==> config.mk <==
export PLATFORM = sky130hd
export DESIGN_NAME = simmem_wrsp_generator_flat
export DESIGN_NICKNAME = d
export VERILOG_FILES = /design/src/rtl/simmem_pkg.sv /design/src/rtl/simmem_wrsp_generator_if.sv /design/src/rtl/simmem_wrsp_generator_addr_fifo.sv /design/src/rtl/simmem_wrsp_generator.sv /design/src/flat_wrapper.sv
export SDC_FILE = /design/constraint.sdc
export NUM_CORES = 1
export LEC_CHECK = 0
export ABC_AREA = 1
export CORE_MARGIN = 2
export CORE_UTILIZATION = 30
export CTS_CLUSTER_SIZE = 40
export DETAILED_ROUTE_END_ITERATION = 8
export PLACE_DENSITY_LB_ADDON = 0.3
export RECOVER_POWER = 50
export SLEW_MARGIN = 0
export SYNTH_ARGS = -nofsm -noshare
export SYNTH_HDL_FRONTEND = slang
export SYNTH_SLANG_ARGS = --single-unit
==> constraint.sdc <==
create_clock -name clk_i -period 4.8 [get_ports clk_i]
set_input_delay 0.48 -clock clk_i [delete_from_list [all_inputs] [get_ports clk_i]]
set_output_delay 0.48 -clock clk_i [all_outputs]
set_load 0.05 [all_outputs]
==> src/rtl/simmem_pkg.sv <==
// Shared types for the simulated memory controller.
// Holds AXI write address/response types and write-response defaults.
package simmem_pkg;

  localparam int unsigned IdWidth       = 4;
  localparam int unsigned AddrWidth     = 32;
  localparam int unsigned BurstLenWidth = 4;
  localparam int unsigned RspWidth      = 2;

  localparam int unsigned MaxBurstEffLen = 2 ** BurstLenWidth;
  localparam int unsigned WRspGenAddrFifoDepth = 4;

  localparam logic [RspWidth-1:0] WRspOkay = '0;

  typedef struct packed {
    logic [IdWidth-1:0]       id;
    logic [AddrWidth-1:0]     addr;
    logic [BurstLenWidth-1:0] burst_len;
  } waddr_t;

  typedef struct packed {
    logic [IdWidth-1:0]  id;
    logic [RspWidth-1:0] rsp;
  } wrsp_t;

  function automatic logic [BurstLenWidth:0] get_effective_burst_len(
    input logic [BurstLenWidth-1:0] burst_len
  );
    return {1'b0, burst_len} + 1'b1;
  endfunction

endpackage

==> src/rtl/simmem_wrsp_generator_if.sv <==
// Write address, write data and write response channels
// of the simulated memory write responder.
interface simmem_wrsp_generator_if;
  import simmem_pkg::*;

  waddr_t waddr_i;
  logic   waddr_valid_i;
  logic   waddr_ready_o;
  logic   wdata_valid_i;
  logic   wdata_ready_o;
  wrsp_t  wrsp_o;
  logic   wrsp_valid_o;
  logic   wrsp_ready_i;

  modport slave (
    input  waddr_i, waddr_valid_i,
    input  wdata_valid_i, wrsp_ready_i,
    output waddr_ready_o, wdata_ready_o,
    output wrsp_o, wrsp_valid_o
  );

  modport master (
    output waddr_i, waddr_valid_i,
    output wdata_valid_i, wrsp_ready_i,
    input  waddr_ready_o, wdata_ready_o,
    input  wrsp_o, wrsp_valid_o
  );

endinterface

==> src/rtl/simmem_wrsp_generator_addr_fifo.sv <==
// Registered FIFO of write addresses; full/empty come
// from registered occupancy only.
module simmem_addr_fifo
  import simmem_pkg::*;
#(
  parameter int unsigned Depth = 4
) (
  input  logic   clk_i,
  input  logic   rst_i,
  input  logic   push_i,
  input  waddr_t data_i,
  input  logic   pop_i,
  output waddr_t head_o,
  output logic   full_o,
  output logic   empty_o
);

  localparam int unsigned PtrW = $clog2(Depth);

  waddr_t            r_mem [Depth];
  logic [PtrW-1:0]   r_wptr;
  logic [PtrW-1:0]   r_rptr;
  logic [PtrW:0]     r_cnt;
  logic              w_push;
  logic              w_pop;

  assign full_o  = r_cnt == (PtrW+1)'(Depth);
  assign empty_o = r_cnt == '0;
  assign w_push  = push_i && !full_o;
  assign w_pop   = pop_i && !empty_o;
  assign head_o  = r_mem[r_rptr];

  always_ff @(posedge clk_i or posedge rst_i) begin
    if (rst_i) begin
      r_wptr <= '0;
      r_rptr <= '0;
      r_cnt  <= '0;
    end else begin
      if (w_push) r_wptr <= r_wptr + PtrW'(1);
      if (w_pop)  r_rptr <= r_rptr + PtrW'(1);
      r_cnt <= r_cnt + (PtrW+1)'(w_push)
                     - (PtrW+1)'(w_pop);
    end
  end

  always_ff @(posedge clk_i) begin
    if (w_push) r_mem[r_wptr] <= data_i;
  end

endmodule

==> src/rtl/simmem_wrsp_generator.sv <==
// Write responder stub: one in-order response per address once its beats
// have arrived. SIMMEM_WRSP_GEN_ASSERT_EN compiles in protocol checks.
module simmem_wrsp_generator
  import simmem_pkg::*;
#(
  parameter int unsigned AddrFifoDepth   = WRspGenAddrFifoDepth,
  parameter int unsigned MaxPendingBeats = MaxBurstEffLen * AddrFifoDepth
) (
  input logic clk_i,
  input logic rst_i,
  simmem_wrsp_generator_if.slave bus
);

  localparam int unsigned CntW = $clog2(MaxPendingBeats) + 1;

  typedef enum logic {
    IDLE,
    RSP
  } state_e;

  state_e              r_state;
  state_e              w_state_d;
  logic [CntW-1:0]     r_beat_cnt;
  logic [CntW-1:0]     w_beat_cnt_d;
  wrsp_t               r_wrsp;
  waddr_t              w_head;
  logic                w_full;
  logic                w_empty;
  logic                w_push;
  logic                w_pop;
  logic                w_beat;
  logic                w_head_done;
  logic [BurstLenWidth:0] w_len;

  simmem_addr_fifo #(
    .Depth (AddrFifoDepth)
  ) u_addr_fifo (
    .clk_i   (clk_i),
    .rst_i   (rst_i),
    .push_i  (w_push),
    .data_i  (bus.waddr_i),
    .pop_i   (w_pop),
    .head_o  (w_head),
    .full_o  (w_full),
    .empty_o (w_empty)
  );

  assign bus.waddr_ready_o = !w_full;
  assign bus.wdata_ready_o = r_beat_cnt < CntW'(MaxPendingBeats);
  assign bus.wrsp_o        = r_wrsp;
  assign bus.wrsp_valid_o  = r_state == RSP;

  assign w_push = bus.waddr_valid_i && !w_full;
  assign w_beat = bus.wdata_valid_i && bus.wdata_ready_o;
  assign w_len  = get_effective_burst_len(w_head.burst_len);
  assign w_head_done = !w_empty && (r_beat_cnt >= CntW'(w_len));

  always_comb begin
    w_state_d = r_state;
    w_pop     = 1'b0;
    unique case (r_state)
      IDLE: begin
        if (w_head_done) begin
          w_pop     = 1'b1;
          w_state_d = RSP;
        end
      end
      RSP: begin
        if (bus.wrsp_ready_i) begin
          // Chain the next complete head without a bubble.
          if (w_head_done) w_pop = 1'b1;
          else             w_state_d = IDLE;
        end
      end
      default: w_state_d = IDLE;
    endcase
  end

  assign w_beat_cnt_d = r_beat_cnt + CntW'(w_beat)
                      - (w_pop ? CntW'(w_len) : '0);

  always_ff @(posedge clk_i or posedge rst_i) begin
    if (rst_i) begin
      r_state    <= IDLE;
      r_beat_cnt <= '0;
      r_wrsp     <= '0;
    end else begin
      r_state    <= w_state_d;
      r_beat_cnt <= w_beat_cnt_d;
      if (w_pop) begin
        r_wrsp.id  <= w_head.id;
        r_wrsp.rsp <= WRspOkay;
      end
    end
  end

`ifdef SIMMEM_WRSP_GEN_ASSERT_EN
  a_no_push_full: assert property (
    @(posedge clk_i) disable iff (rst_i)
    w_push |-> !w_full);

  a_cnt_limit: assert property (
    @(posedge clk_i) disable iff (rst_i)
    r_beat_cnt <= CntW'(MaxPendingBeats));

  a_rsp_stable: assert property (
    @(posedge clk_i) disable iff (rst_i)
    bus.wrsp_valid_o && !bus.wrsp_ready_i |=> $stable(bus.wrsp_o));

  a_valid_held: assert property (
    @(posedge clk_i) disable iff (rst_i)
    bus.wrsp_valid_o && !bus.wrsp_ready_i |=> bus.wrsp_valid_o);
`else
`endif

endmodule

==> src/flat_wrapper.sv <==
// flat-port wrapper written by rule: the top's interface ports become plain ports
module simmem_wrsp_generator_flat import simmem_pkg::*;
#(
  parameter int unsigned AddrFifoDepth   = WRspGenAddrFifoDepth,
  parameter int unsigned MaxPendingBeats = MaxBurstEffLen * AddrFifoDepth
)
  (clk_i, rst_i, bus_waddr_i, bus_waddr_valid_i, bus_wdata_valid_i, bus_wrsp_ready_i, bus_waddr_ready_o, bus_wdata_ready_o, bus_wrsp_o, bus_wrsp_valid_o);
  simmem_wrsp_generator_if bus_i ();
  input logic clk_i;
  input logic rst_i;
  input wire logic [$bits(bus_i.waddr_i)-1:0] bus_waddr_i;
  input wire logic [$bits(bus_i.waddr_valid_i)-1:0] bus_waddr_valid_i;
  input wire logic [$bits(bus_i.wdata_valid_i)-1:0] bus_wdata_valid_i;
  input wire logic [$bits(bus_i.wrsp_ready_i)-1:0] bus_wrsp_ready_i;
  output wire logic [$bits(bus_i.waddr_ready_o)-1:0] bus_waddr_ready_o;
  output wire logic [$bits(bus_i.wdata_ready_o)-1:0] bus_wdata_ready_o;
  output wire logic [$bits(bus_i.wrsp_o)-1:0] bus_wrsp_o;
  output wire logic [$bits(bus_i.wrsp_valid_o)-1:0] bus_wrsp_valid_o;
  assign bus_i.waddr_i = bus_waddr_i;
  assign bus_i.waddr_valid_i = bus_waddr_valid_i;
  assign bus_i.wdata_valid_i = bus_wdata_valid_i;
  assign bus_i.wrsp_ready_i = bus_wrsp_ready_i;
  assign bus_waddr_ready_o = bus_i.waddr_ready_o;
  assign bus_wdata_ready_o = bus_i.wdata_ready_o;
  assign bus_wrsp_o = bus_i.wrsp_o;
  assign bus_wrsp_valid_o = bus_i.wrsp_valid_o;
  simmem_wrsp_generator #(.AddrFifoDepth(AddrFifoDepth), .MaxPendingBeats(MaxPendingBeats)) u_core (.clk_i(clk_i), .rst_i(rst_i), .bus(bus_i));
endmodule
* Word level (Yosys, flattened, before mapping)
Memories as Yosys holds them, arrays and structs flattened. Cells that the tools add are included.
Operators by class: order comparisons 2, reductions and logical operators 8, $add $sub $neg 7, eq/ne operators 1, bitwise logic cells 1, muxes and demuxes 8
Operators with widths (count):
- $add A7 B1 Y7 | 1
- $ge A7 B5 Y1 | 1
- $lt A7 B7 Y1 const B | 1
- $sub A7 B7 Y7 | 1
- $add A4 B1 Y5 const B | 1
- $logic_and A1 B1 Y1 | 5
- $mux W1 | 5
- $mux W5 | 1
- $add A2 B1 Y2 const B | 2
- $pmux W1 S2 | 2
- $add A3 B1 Y3 | 1
- $eq A3 B3 Y1 const B | 1
- $logic_not A3 Y1 | 1
- $sub A3 B1 Y3 | 1
- $logic_not A1 Y1 | 2
- $not A1 Y1 | 1
Word-level totals: memory bits (writable) 160, register bits 19, output and inout port bits 9, memories 1, input bits 45
Memories:
- u_core.u_addr_fifo.r_mem | words 4, bits a word 40, rd ports 1, clocked after memory_dff 0, wr ports 1, line simmem_wrsp_generator_addr_fifo.sv:20 | waddr_t r_mem [Depth];

* Longest topological paths before layout
An unclocked memory read counts as a cell.
word-level depth 9, gate-level depth with buffers 26, gate-level depth less buffers 25

* Cells and area by module
From an unflattened synthesis, not the netlist that was laid out.
Unflattened totals: cell total of the unflattened synthesis 693, area, all modules 7748.7 µm²
By module, submodules not included:
- simmem_addr_fifo | area each 6720.2 µm², cells each 567, instances 1, sequential area each 4979.8 µm²
- simmem_wrsp_generator | area each 1028.5 µm², cells each 126, instances 1, sequential area each 300.3 µm²

* Least setup slack after synthesis
Ideal clock, no wire load.
path kind register -> register, from reg u_core.u_addr_fifo.r_rptr[0], to reg u_core.r_beat_cnt[6], arrival time 3.376 ns, path slack 1.344 ns, data required time 4.720 ns, path buffers 1, cell stages (with the launch flop) 27, library setup time 0.080 ns, cell sequence dfrtp_1 > inv_2 > buf_6 > nand2_1 > nand3_1 > nand2_1 > inv_1 > ha_1 > nand2_2 > nor2_1 > inv_1 > ha_1 > nand2_1 > nand2_1 > a21oi_1 > nand3_2 > nand3_4 > nor2_1 > ha_1 > inv_1 > ha_1 > inv_1 > fa_1 > inv_1 > nand4_1 > nand3_1 > xnor2_1
On the way: cells in the longest elaborated chain, start to end 9
Ends and longest elaborated chain:
- start: declaration | line simmem_wrsp_generator_addr_fifo.sv:22 | logic [PtrW-1:0] r_rptr;
- start signal: assignment | line simmem_wrsp_generator_addr_fifo.sv:40 | if (w_pop) r_rptr <= r_rptr + PtrW'(1);
- $mem_v2 Z4 W40 *
- $add A4 B1 Y5 * | line simmem_pkg.sv:29 | return {1'b0, burst_len} + 1'b1;
- $ge A7 B5 Y1 | line simmem_wrsp_generator.sv:56 | assign w_head_done = !w_empty && (r_beat_cnt >= CntW'(w_len));
- $logic_and A1 B1 Y1 | line simmem_wrsp_generator.sv:56
- $mux W1 | line simmem_wrsp_generator.sv:63, simmem_wrsp_generator.sv:71
- $mux W1 | line simmem_wrsp_generator.sv:69 | if (bus.wrsp_ready_i) begin
- $pmux W1 S2 | line simmem_wrsp_generator.sv:61 | unique case (r_state)
- $mux W5 * | line simmem_wrsp_generator.sv:80 | - (w_pop ? CntW'(w_len) : '0);
- $sub A7 B7 Y7 * | line simmem_wrsp_generator.sv:80
- named net u_core.w_beat_cnt_d[6] | line simmem_wrsp_generator.sv:24 | logic [CntW-1:0] w_beat_cnt_d;
- end signal: assignment | line simmem_wrsp_generator.sv:89 | r_beat_cnt <= w_beat_cnt_d;
- end: declaration | line simmem_wrsp_generator.sv:23 | logic [CntW-1:0] r_beat_cnt;
The timed path passes the listed nets; every way through them passes the cells marked *. A chain may end at the register's enable or synchronous reset.

* Final worst setup path
Same ends and word-level chain as after synthesis.

==> out/qor.yml <==
cp-endpoint: "u_core.r_beat_cnt[6]"
wl_um: 4531
synthCells: 270
firstDrtPassIters: 4
hold_path_class: "flip-flop to flip-flop"
fmax_mhz: 248.2
most-common-layout-cells: "nand2_1 (60), inv_1 (48), edfxtp_1 (32)"
rsz0062_at_grt: "no"
grt_pass1_vias: 1623
fin_worst_skew_ns: 0.003061
leakagePower_nw: 1.414
clock_sinks: 51
startpoint_type: "flip-flop"
die_w_um: 98.94
grt_first_pass_wirelength_um: 7665
grt_use_total: 0.09790
maxSlewViolCount: 0
tns_ns: 0
hold_slack_ns: 0.4892
netlist.top_cell.by_area: "edfxtp_1"
antenna_found_initial: 0
antenna_left: 0
cts_buffers: 5
dieArea_um2: 9788
setup_viol: 0
r2r_slack_ns: 0.77
relSlewSlack: 0.4089
cts_hold_buf: 0
place.gp.congestion: 0.7415
start_util: 0.3100
min_period_ns: 4.030
status: "complete, no violations"
clkTransAtPathRegs_ns: 0.09
worstSetupPathType: "flip-flop to flip-flop"
drt_iter0_drc: 32
required_ns: 5.03
cts_max_level: 2
synth.avg_cell_area_um2: 10.01
hold_violations: 0
tightestPinTransition_ns: 0.8834
r2r-end: "u_core.r_beat_cnt[6]"
cts_tree: "built"
final_common_cell: "nand2_1"
synth_area_um2: 2704
wl_per_cell_um: 11.24
r2r_start: "u_core.u_addr_fifo.r_rptr[0]"
powerDensity_nw_per_um2: 764.6
reg2reg_depth: 25
post_cts_buffers: 0
ys_seq_area_frac: 0.5312
critical_path.max_fanout: 11
cts_resized: 0
ys_ff_latch: 51
dpl.hpwl_um: 3479
numPortBuffers: 19
placeableCoreArea_um2: 8721
crit_start: "u_core.u_addr_fifo.r_rptr[0]"
ys_types: 26
drive_gt1_frac: 0.07458
die_h_um: 98.94
arrival_ns: 4.26
insertedDiodeCount: 0
clkLatencyLatePin_ns: 0.30
fin_crit_sh: 0.8395
ir_worst_vdd_v: 0.0004589
ioPinCount: 54
vias: 1742
finalNetCount: 366
synth_area_leaders: "edfxtp_1 (36%), dfrtp_1 (18%), ha_1 (12%), nand2_1 (8.3%), inv_1 (6.7%)"
cts.path.max_buffers: 2
area_growth_pct: 14.67
drc: 0
cts-root-buf: "clkbuf_8"
max_cap_viol_count: 0
num_rows: 34
viasPerCell: 4.323
worstSetupEndpointType: "flip-flop"
grt_max_degree: 20
ys_warn_count: 0
yosysTopAreaCellShare: 0.3554
overflow: 0
-- registers in the layout (all words and copies together) (netlist names) --
| signal | flops |
|---|---|
| u_core.u_addr_fifo.r_rptr | 2 |
| u_core.u_addr_fifo.r_wptr | 2 |
| u_core.bus.wrsp_valid_o | 1 |
| u_core.bus.wrsp_o | 4 |
| u_core.u_addr_fifo.r_mem | 32 |
| u_core.r_beat_cnt | 7 |
| u_core.u_addr_fifo.r_cnt | 3 |
-- cell usage after synthesis, drive strengths merged --
| cell type | count |
|---|---|
| a21oi | 5 |
| a31oi | 2 |
| buf | 6 |
| conb | 1 |
| dfrtp | 19 |
| edfxtp | 32 |
| fa | 2 |
| ha | 25 |
| inv | 50 |
| nand2 | 64 |
| nand3 | 12 |
| nand4 | 8 |
| nor2 | 22 |
| o211ai | 7 |
| o21ai | 5 |
| o21bai | 1 |
| xnor2 | 4 |
| xor2 | 5 |
-- metrics by stage --
stage / utilization / setup WS, ns / power (mW) / instances / area [um^2]
floorplan: - / 1.344 / 1.841 / 271 / 2708
global placement: 0.3453 / 0.7537 / 2.149 / 395 / 3012
detailed placement: 0.3453 / 0.7338 / 2.165 / 395 / 3012
CTS: 0.3555 / 0.7056 / 2.415 / 403 / 3100
global route: 0.3555 / 0.3266 / 2.650 / 403 / 3100
finish: 0.3555 / 0.7704 / 2.371 / 403 / 3100
-- worst min path at each step --
| stage | start | endpoint | slack (ns) | depth (start not counted) |
|---|---|---|---|---|
| floorplan | rst_i | u_core.bus.wrsp_o[2] | 0.43 | 1 |
| global placement | u_core.bus.wrsp_o[5] | u_core.bus.wrsp_o[5] | 0.48 | 2 |
| detailed placement | u_core.bus.wrsp_o[3] | u_core.bus.wrsp_o[3] | 0.46 | 2 |
| CTS | u_core.bus.wrsp_o[3] | u_core.bus.wrsp_o[3] | 0.49 | 2 |
| global route | u_core.bus.wrsp_o[3] | u_core.bus.wrsp_o[3] | 0.53 | 2 |
| finish | u_core.bus.wrsp_o[3] | u_core.bus.wrsp_o[3] | 0.49 | 2 |
-- logic make-up after synthesis --
kind of cell	share of synthesized area
xor gates and xnor gates	0.02915
adders and majority gates	0.1305
buffers and inverters	0.08561
DFF	0.5312
and+or+nand+nor	0.1712
other	0.001387
AOI/OAI and AO/OA	0.05090
-- final cells by class --
class	count	area (um^2)
clock buffer	5	68.82
sequential	51	1436
clock inverter	3	20.02
tap	108	135.1
multi-input combinational	164	1040
timing repair buffer	22	212.7
fill	853	5620
inverter	50	187.7
-- metal layers --
metal	track usage	up-vias	wire, um
met5	0	-	0
met4	0.02213	0	48
met3	0.02411	4	134
met2	0.1663	22	2252
met1	0.1264	801	2096
li1	-	915	-
-- worst max-delay path: stages, from the launching register on --
cell and delay [ns]:
dfrtp_1 0.49, inv_2 0.23, nand2_1 0.08, nand3_1 0.08, nand2_1 0.10, inv_1 0.10
ha_1 0.18, nand2_2 0.07, nor2_1 0.14, inv_1 0.06, ha_1 0.30, nand2_1 0.06
nand2_1 0.04, a21oi_1 0.16, nand3_2 0.23, nand3_4 0.16, nor2_1 0.06, ha_1 0.27
inv_1 0.06, ha_1 0.18, inv_1 0.06, fa_1 0.41, inv_1 0.10, nand4_1 0.10
nand3_1 0.11, xnor2_1 0.11
-- power by group --
group	internal (mW)	total [mW]	switching, mW	leakage [nW]
clock	0.102	0.240	0.138	0.0418
sequential	0.630	0.708	0.0787	0.516
combinational	0.558	1.42	0.865	0.856
total	1.29	2.37	1.08	1.41
No activity file was read; power rests on OpenSTA's default activity.
